[src/rtl/regf_wb_queue.sv]
// regf_wb_queue: writeback merge queue in front of the single register-file
// write port. Two producers (A: ALU, B: long-latency unit) push completed
// results into an in-order circular buffer that drains one write per cycle.
// Optional build macro: WB_FWD_EN adds a combinational forward lookup port
// (fwd_rs_s / fwd_hit / fwd_v) returning the youngest queued value.
//
// Handshake: a producer transfers on any edge where its valid and ready are
// both high. Ready is derived from the registered occupancy only, so a
// same-cycle pop never grants extra room. B is ready only if there is room
// left after A's possible push this cycle. Results for x0 complete the
// handshake but are dropped.
module regf_wb_queue #(
  parameter int DEPTH = 4,
  parameter int XLEN  = 32
) (
  input  logic                       clk,
  input  logic                       rst_n,
  input  logic                       a_valid,
  output logic                       a_ready,
  input  logic [4:0]                 a_rd_s,
  input  logic [XLEN-1:0]            a_rd_v,
  input  logic                       b_valid,
  output logic                       b_ready,
  input  logic [4:0]                 b_rd_s,
  input  logic [XLEN-1:0]            b_rd_v,
  output logic                       regf_we,
  output logic [4:0]                 rd_s,
  output logic [XLEN-1:0]            rd_v,
  output logic [$clog2(DEPTH):0]     count,
  output logic [31:0]                pending
`ifdef WB_FWD_EN
  ,
  input  logic [4:0]                 fwd_rs_s,
  output logic                       fwd_hit,
  output logic [XLEN-1:0]            fwd_v
`endif
);

  localparam int PW = $clog2(DEPTH);
  localparam int CW = PW + 1;
  localparam logic [CW-1:0] DEPTH_C    = CW'(DEPTH);
  localparam logic [CW-1:0] DEPTH_M1_C = CW'(DEPTH - 1);

  logic [4:0]      mem_s [DEPTH];
  logic [XLEN-1:0] mem_v [DEPTH];
  logic [PW-1:0]   head;
  logic [PW-1:0]   tail;

  logic a_push;
  logic b_push;
  logic pop;

  // Ready from registered occupancy; B must leave room for A's push.
  always_comb begin
    a_ready = (count < DEPTH_C);
    b_ready = a_valid ? (count < DEPTH_M1_C) : (count < DEPTH_C);
  end

  // Accepted handshakes that actually enqueue (x0 targets are dropped).
  always_comb begin
    a_push = a_valid && a_ready && (a_rd_s != 5'd0);
    b_push = b_valid && b_ready && (b_rd_s != 5'd0);
    pop    = (count != '0);
  end

  // Head entry drives the write port; all zero when empty.
  always_comb begin
    regf_we = pop;
    rd_s    = pop ? mem_s[head] : 5'd0;
    rd_v    = pop ? mem_v[head] : '0;
  end

  // Pointer and occupancy state; reset discards any queued entries.
  always_ff @(posedge clk or negedge rst_n) begin
    if (!rst_n) begin
      head  <= '0;
      tail  <= '0;
      count <= '0;
    end else begin
      head  <= head + PW'(pop);
      tail  <= tail + PW'(a_push) + PW'(b_push);
      count <= count + CW'(a_push) + CW'(b_push) - CW'(pop);
    end
  end

  // Entry storage: A lands in the tail slot, B right behind it (younger).
  always_ff @(posedge clk) begin
    if (a_push) begin
      mem_s[tail] <= a_rd_s;
      mem_v[tail] <= a_rd_v;
    end
    if (b_push) begin
      mem_s[tail + PW'(a_push)] <= b_rd_s;
      mem_v[tail + PW'(a_push)] <= b_rd_v;
    end
  end

  // Pending-write mask over occupied entries, head included.
  always_comb begin
    pending = '0;
    for (int k = 0; k < DEPTH; k++) begin
      if (CW'(k) < count) begin
        pending[mem_s[head + PW'(k)]] = 1'b1;
      end
    end
    pending[0] = 1'b0;
  end

`ifdef WB_FWD_EN
  // Forward lookup: walk oldest to youngest so the youngest match wins.
  always_comb begin
    fwd_hit = 1'b0;
    fwd_v   = '0;
    for (int k = 0; k < DEPTH; k++) begin
      if ((CW'(k) < count) && (fwd_rs_s != 5'd0) &&
          (mem_s[head + PW'(k)] == fwd_rs_s)) begin
        fwd_hit = 1'b1;
        fwd_v   = mem_v[head + PW'(k)];
      end
    end
  end
`endif

endmodule
[config.mk]
export PLATFORM = sky130hd
export DESIGN_NAME = regf_wb_queue
export DESIGN_NICKNAME = d
export VERILOG_FILES = /design/src/rtl/regf_wb_queue.sv
export SDC_FILE = /design/constraint.sdc
export NUM_CORES = 1
export LEC_CHECK = 0
export BUFFER_PORTS_ARGS = -buffer_cell sky130_fd_sc_hd__clkbuf_2
export CORE_MARGIN = 4
export CORE_UTILIZATION = 52
export CTS_CLUSTER_DIAMETER = 50
export DETAILED_ROUTE_END_ITERATION = 7
export PLACE_DENSITY = 0.77
export SYNTH_ARGS = -nofsm -noshare
export SYNTH_HDL_FRONTEND = slang
export SYNTH_SLANG_ARGS = --single-unit
[constraint.sdc]
create_clock -name clk -period 3.9 [get_ports clk]
set_input_delay 0 -clock clk [delete_from_list [all_inputs] [get_ports clk]]
set_output_delay 0 -clock clk [all_outputs]
set_load 0.01 [all_outputs]
==> flow_metrics.py, run 1 <==
metrics = {
    "outcome": {
        "status": "finished, final reports clean",
    },
    "critical_path": {
        "crit_buf_inv": 4,
        "max_stage_delay_ns": 0.60,
        "slowest_stage": "buf_4",
        "critPathKind": "input pin to register",
        "r2r-start": "count[2]",
        "cp_max_fo": 37,
        "path_cells": "dlygate4sd3_1 > clkbuf_2 > or3_1 > o311a_1 > ha_1 > nor3_4 > buf_4 > mux2_2 > dlygate4sd3_1",
        "critPathTopFamily": "buffers and inverters",
        "path_common_cell": "dlygate4sd3_1",
        "worstSetupStartpoint": "a_rd_s[0]",
        "end_kind": "register",
        "critPathRequiredTime_ns": 4.07,
        "critPathArrivalTime_ns": 3.63,
        "critPathLaunchType": "input pin",
    },
    "timing": {
        "tightestPinTransition_ns": 1.26,
        "fmax_mhz": 289,
        "setup_ws_ns": 0.443,
        "drv_slew": 0,
        "fin_skew_ns": 0.0128,
        "final-setup-viol-count": 0,
        "rsz0062_at_grt": "no",
        "hold_viol": 0,
        "slew-limit-headroom_pct": 15.5,
        "holdWs_ns": 0.302,
        "period_share_pct": 88.6,
        "post-route-min-period_ns": 3.46,
    },
    "detailed_routing": {
        "wl_met2_mm": 14.0,
        "dr.pass1.iters": 7,
        "drtIter0Drc": 709,
        "drc_errors": 0,
        "route.vias.total": 7384,
        "wl_per_cell_um": 22.8,
        "ant_nets": 0,
        "via_per_inst": 6.18,
        "drt-total-wl_mm": 27.2,
        "route.met3.wl_mm": 2.09,
        "highest_layer": "met4",
        "wl_met1_mm": 10.3,
    },
    "global_routing": {
        "gr-total-overflow": 0,
        "grt_max_degree": 38,
        "grt_pass1_vias": 7646,
        "grt_pass1_wl_mm": 42.9,
        "antenna_found_initial": 0,
        "globalRouteTotalUtil_pct": 25.4,
    },
    "floorplanning": {
        "die-area_um2": 21400,
        "die_w_um": 146,
        "ios": 153,
        "rows": 50,
        "die_y_um": 146,
        "initial_core_util_pct": 52.9,
        "core_area_um2": 18800,
    },
    "logic_synthesis": {
        "synth_nets": 790,
        "synth_edf_count": 148,
        "synth_top_area_share_pct": 44.8,
        "synth_area_leader_cell": "edfxtp_1",
        "syn_area_per_cell_um2": 14.1,
        "ys.flop_type": "edfxtp_1",
        "yosysSeqAreaShare_pct": 46.6,
        "synth-seq-cells": 155,
        "synth_cell_types": 58,
        "synth_area_leaders": "edfxtp_1 (45%), mux2_2 (13%), mux4_2 (12%)",
        "async_reset_ff_share_pct": 4.52,
        "netlist_area_um2": 9920,
        "syn_inst": 704,
        "yosys_warnings": 0,
    },
    "pwr": {
        "seqPwrFrac_pct": 28.0,
        "p_clk_share_pct": 16.5,
        "p_per_area_nw_per_um2": 799,
        "p_sw_share_pct": 42.4,
        "power_uw": 9990,
        "ir_worst_vdd_mv": 0.381,
        "comb_power_share_pct": 55.4,
        "switchingPower_uw": 4230,
        "p_int_uw": 5760,
        "power.leakage_uw": 0.00468,
    },
    "flow_run": {
        "max_cap_violations": 0,
    },
    "layout": {
        "regArea_um2": 4620,
        "layout.nets": 1033,
        "filler_cell_count": 1281,
        "final_common_cell": "clkbuf_2",
        "final_cell_mix": "clkbuf_2 (151), edfxtp_1 (148), dlygate4sd3_1 (114)",
        "diodes": 0,
        "finalNonFillerCells": 1194,
        "area_delta_synth_final_pct": 26.0,
        "drive_gt1_share_pct": 43.6,
        "multi_input_area_um2": 4960,
    },
    "placement": {
        "pre_cts_slack_ns": 1.04,
        "place_hpwl_mm": 16.4,
        "routabilityCongestion": 0.953,
        "dp_cells": 1048,
        "port-buffer-count": 151,
    },
    "clocking": {
        "clockBufferDepth": 2,
        "cts_inserted_buffers": 17,
        "clock-sinks": 155,
        "postCtsResizedCells": 0,
        "clk_pin_slew_worst_paths_ns": 0.07,
        "cts_tree": "built",
        "htree_levels": 4,
        "ctsRootBufferMaster": "clkbuf_16",
        "clock_latency_ns": 0.42,
    },
    "hold_path": {
        "worstHoldStart": "a_valid",
        "hp-class": "input pin to register",
    },
}
## path summary, 6_finish.rpt
| check | slack [ns] | endpoint | cells after the start |
|---|---|---|---|
| max in group asynchronous | 3.08 | head[0] | 3 |
| worst min register to register | 0.79 | head[0] | 3 |
| min in group asynchronous | 0.55 | count[0] | 3 |
| worst max-delay path | 0.44 | mem_v[0][22] | 9 |
| worst min-delay path | 0.30 | count[0] | 6 |
| worst max register to register | 0.48 | mem_v[0][22] | 7 |
## power groups by stage
| stage | sequential, uW | clock [uW] | combinational (uW) |
|---|---|---|---|
| 2_1_floorplan | 2640 | 0 | 3880 |
| 3_3_place_gp | 2810 | 0 | 5200 |
| 3_5_place_dp | 2830 | 0 | 5240 |
| 4_1_cts | 2800 | 1660 | 5430 |
| 5_1_grt | 2870 | 1720 | 5890 |
| 6_report | 2800 | 1650 | 5540 |
## cells by family (layout without fill, tap and decap cells)
family / after synthesis / after routing / synth area share (%)
AOI/OAI and AO/OA: 31 / 31 / 2.52
and+or+nand+nor: 228 / 228 / 14.0
xor gates and xnor gates: 5 / 5 / 0.441
DFF: 155 / 155 / 46.6
adders and majority gates: 8 / 8 / 1.16
muxes: 210 / 210 / 31.1
buffers and inverters: 66 / 322 / 4.22
other: 1 / 1 / 0.0378
## Yosys cell counts, drive strengths merged (5+ instances only)
master	n
nor2b	58
a32oi	7
nand4	27
buf	38
dfrtp	7
o22ai	5
inv	10
nand2	10
nor2	14
mux2i	8
edfxtp	148
nand2b	6
clkbuf	17
mux4	52
nor3	5
nand4b	8
ha	6
nand3	73
and2	9
mux2	150
## area by class of cell
type	instances	area share, %
Timing Repair Buffer	279	16.0
Clock buffer	17	3.40
Tap cell	234	2.34
Inverter	11	0.340
Sequential cell	155	37.0
Multi-Input combinational cell	483	39.6
Clock inverter	15	1.31
## flip-flops by register name (all words and copies together), names as in the netlist
signal	cells
tail	2
mem_v	128
head	2
mem_s	20
count	3
## metrics by stage
stage | cell area, um2 | setup TNS [ns] | utilization [%]
floorplan | 9920 | -22.85 | -
global placement | 10800 | 0 | 57.4
detailed placement | 10800 | 0 | 57.4
CTS | 12500 | 0 | 66.6
global route | 12500 | 0 | 66.6
finish | 12500 | 0 | 66.6
## repair_timing
action,in CTS,in global routing
endpoints found under the hold margin,155,0
buffers inserted,0,0
hold buffers,114,0
## metal layers
layer	global-route usage, %	vias to the layer above
met2	44.8	406
met5	0	-
li1	-	3293
met4	7.95	0
met1	31.8	3620
met3	4.62	65
## worst register-to-register path, cell delays in order (launching register included)
cell and delay (ns):
dfrtp_1 0.49, inv_1 0.25, o311a_1 0.28, ha_1 0.36, nor3_4 0.23, buf_4 0.60, mux2_2 0.42, dlygate4sd3_1 0.56
No activity file was read; power rests on OpenSTA's default activity.
==> inputs of run 2 (changes only) <==
--- a/config.mk
+++ b/config.mk
@@ -7,10 +7,10 @@
 export LEC_CHECK = 0
 export BUFFER_PORTS_ARGS = -buffer_cell sky130_fd_sc_hd__clkbuf_2
 export CORE_MARGIN = 4
-export CORE_UTILIZATION = 52
+export CORE_UTILIZATION = 63
 export CTS_CLUSTER_DIAMETER = 50
 export DETAILED_ROUTE_END_ITERATION = 7
-export PLACE_DENSITY = 0.77
+export PLACE_DENSITY = 0.87
 export SYNTH_ARGS = -nofsm -noshare
 export SYNTH_HDL_FRONTEND = slang
 export SYNTH_SLANG_ARGS = --single-unit
==> constraint.sdc (replaced) <==
create_clock -name clk -period 4.2 [get_ports clk]
set_input_delay 0 -clock clk [delete_from_list [all_inputs] [get_ports clk]]
set_output_delay 0 -clock clk [all_outputs]
set_load 0.01 [all_outputs]
==> run 2 against run 1 <==
  * First-iteration DRC count up 67%
  * Clock power down 5%
  * Sequential cell count unchanged
  * Sequential power decreased by 5%
  * Routed wire length increased by 17%
  * Sequential share of layout area grew 0.19 points
  * Via count rose by 8.2%
  * Core utilization rose by 15 points
  * Highest routed layer unchanged
  * Worst setup slack gained 0.16 ns
  * Largest cell class unchanged
  * Final cell count shrank 2.1%
  * Cell area is 0.50% lower
  * Global-route usage is 11 points higher
==> flow_metrics.py, run 2 (synthesized netlist as in run 1, its figures left out) <==
metrics = {
    "timing": {
        "slew-limit-headroom_pct": 26.8,
        "drv_slew": 0,
        "fin_skew_ns": 0.0219,
        "holdWs_ns": 0.0160,
        "rsz0062_at_grt": "no",
        "period_share_pct": 85.7,
        "fmax_mhz": 278,
        "final-setup-viol-count": 0,
        "hold_viol": 0,
        "post-route-min-period_ns": 3.60,
        "tightestPinTransition_ns": 1.09,
    },
    "critical_path": {
        "r2r_slack_ns": 0.62,
        "end_kind": "register",
        "critPathArrivalTime_ns": 3.77,
        "critPathLaunchType": "input pin",
        "critPathRequiredTime_ns": 4.37,
        "max_stage_delay_ns": 0.59,
        "path_common_cell": "dlygate4sd3_1",
        "path_cells": "dlygate4sd3_1 > clkbuf_2 > or3_1 > o311a_1 > ha_1 > xnor2_1 > nor3_4 > buf_4 > mux2_2 > dlygate4sd3_1",
        "critPathKind": "input pin to register",
        "slowest_stage": "buf_4",
        "cp_max_fo": 37,
    },
    "detailed_routing": {
        "route.vias.total": 7989,
        "via_per_inst": 6.83,
        "ant_nets": 0,
        "drt-total-wl_mm": 31.9,
        "drtIter0Drc": 1181,
        "dr.pass1.iters": 6,
        "drc_errors": 0,
        "wl_per_cell_um": 27.3,
    },
    "global_routing": {
        "use_met3_pct": 7.74,
        "gr-total-overflow": 0,
        "grt_pass1_vias": 8145,
        "antenna_found_initial": 0,
        "globalRouteTotalUtil_pct": 36.5,
        "met1_usage_pct": 44.9,
        "grt.busiest_layer": "met2",
        "use_met2_pct": 62.5,
        "grt_pass1_wl_mm": 49.1,
        "grt_max_degree": 39,
    },
    "layout": {
        "regMostFlops": "mem_v",
        "final_common_cell": "clkbuf_2",
        "final_cell_mix": "clkbuf_2 (151), edfxtp_1 (148), mux2_2 (112)",
        "final_util_pct": 81.3,
        "finalNonFillerCells": 1169,
        "layout.nets": 1031,
        "stdcell_area_um2": 12400,
        "area_delta_synth_final_pct": 25.4,
        "top_regs": "mem_v: 128 flops, mem_s: 20 flops, count: 3 flops",
        "multi_input_area_um2": 4960,
        "drive_gt1_share_pct": 43.8,
        "diodes": 0,
        "largest_reg_flops": 128,
        "regArea_um2": 4620,
        "filler_cell_count": 751,
    },
    "placement": {
        "post_dp_cell_area_um2": 10800,
        "dp_cells": 1026,
        "routabilityCongestion": 0.981,
        "place_hpwl_mm": 17.3,
        "port-buffer-count": 151,
    },
    "floorplanning": {
        "die_w_um": 134,
        "die-area_um2": 17800,
        "rows": 45,
        "core_area_um2": 15300,
        "initial_core_util_pct": 64.8,
        "ios": 153,
        "die_y_um": 134,
    },
    "pwr": {
        "p_per_area_nw_per_um2": 765,
        "power.leakage_uw": 0.00468,
        "ir_worst_vdd_mv": 0.519,
        "power_uw": 9520,
    },
    "clocking": {
        "ctsRootBufferMaster": "clkbuf_16",
        "clock_latency_ns": 0.45,
        "clock-sinks": 155,
        "cts_setup_buffers": 0,
        "cts_inserted_buffers": 17,
        "clk_pin_slew_worst_paths_ns": 0.07,
        "cts_tree": "built",
        "clockBufferDepth": 2,
        "htree_levels": 4,
    },
    "flow_run": {
        "max_cap_violations": 0,
    },
    "hold_path": {
        "hp-class": "input pin to register",
    },
    "outcome": {
        "status": "finished, final reports clean",
    },
}
-- run 2: critical path, delay by kind of cell --
kind / cells / cell delay, ns
buf+inv: 4 / 1.88
simple gates: 2 / 0.58
mux: 1 / 0.42
compound gates: 1 / 0.37
fa+ha+maj: 1 / 0.26
xor+xnor: 1 / 0.25
-- run 2: path summary, 6_finish.rpt --
path	startpoint	end	cells past startpoint
max reg2reg	count[2]	mem_s[2][1]	8
max in group asynchronous	rst_n	head[0]	3
min reg2reg	count[1]	count[1]	2
max	a_rd_s[0]	mem_s[2][1]	10
min	b_rd_s[4]	mem_s[3][4]	2
min in group asynchronous	rst_n	head[0]	3
-- run 2: repair_timing --
action	in CTS	in global routing
resized for setup	0	0
hold endpoints to repair	155	0
hold buffers	111	0
-- run 2: per-layer routing --
metal / vias to the layer above / share of wire [%]
met5: - / 0
met4: 0 / 5.0
met3: 145 / 9.7
met2: 672 / 51
met1: 3899 / 35
li1: 3273 / -
-- run 2: stage by stage --
stage	setup slack (ns)	setup TNS [ns]
floorplan	-0.00884	-0.654
global placement	1.21	0
detailed placement	1.00	0
CTS	0.751	0
global route	0.514	0
finish	0.599	0
-- run 2: power by group --
| part | total, uW | switching [uW] | internal, uW |
|---|---|---|---|
| logic | 5300 | 3110 | 2190 |
| registers | 2650 | 359 | 2290 |
| clock network | 1570 | 728 | 841 |
-- run 2: final cells by class --
class,instances,share of cell area [%]
Clock buffer,17,3.42
Multi-Input combinational cell,483,39.8
Inverter,11,0.342
Tap cell,211,2.12
Timing Repair Buffer,277,15.9
Sequential cell,155,37.2
Clock inverter,15,1.23
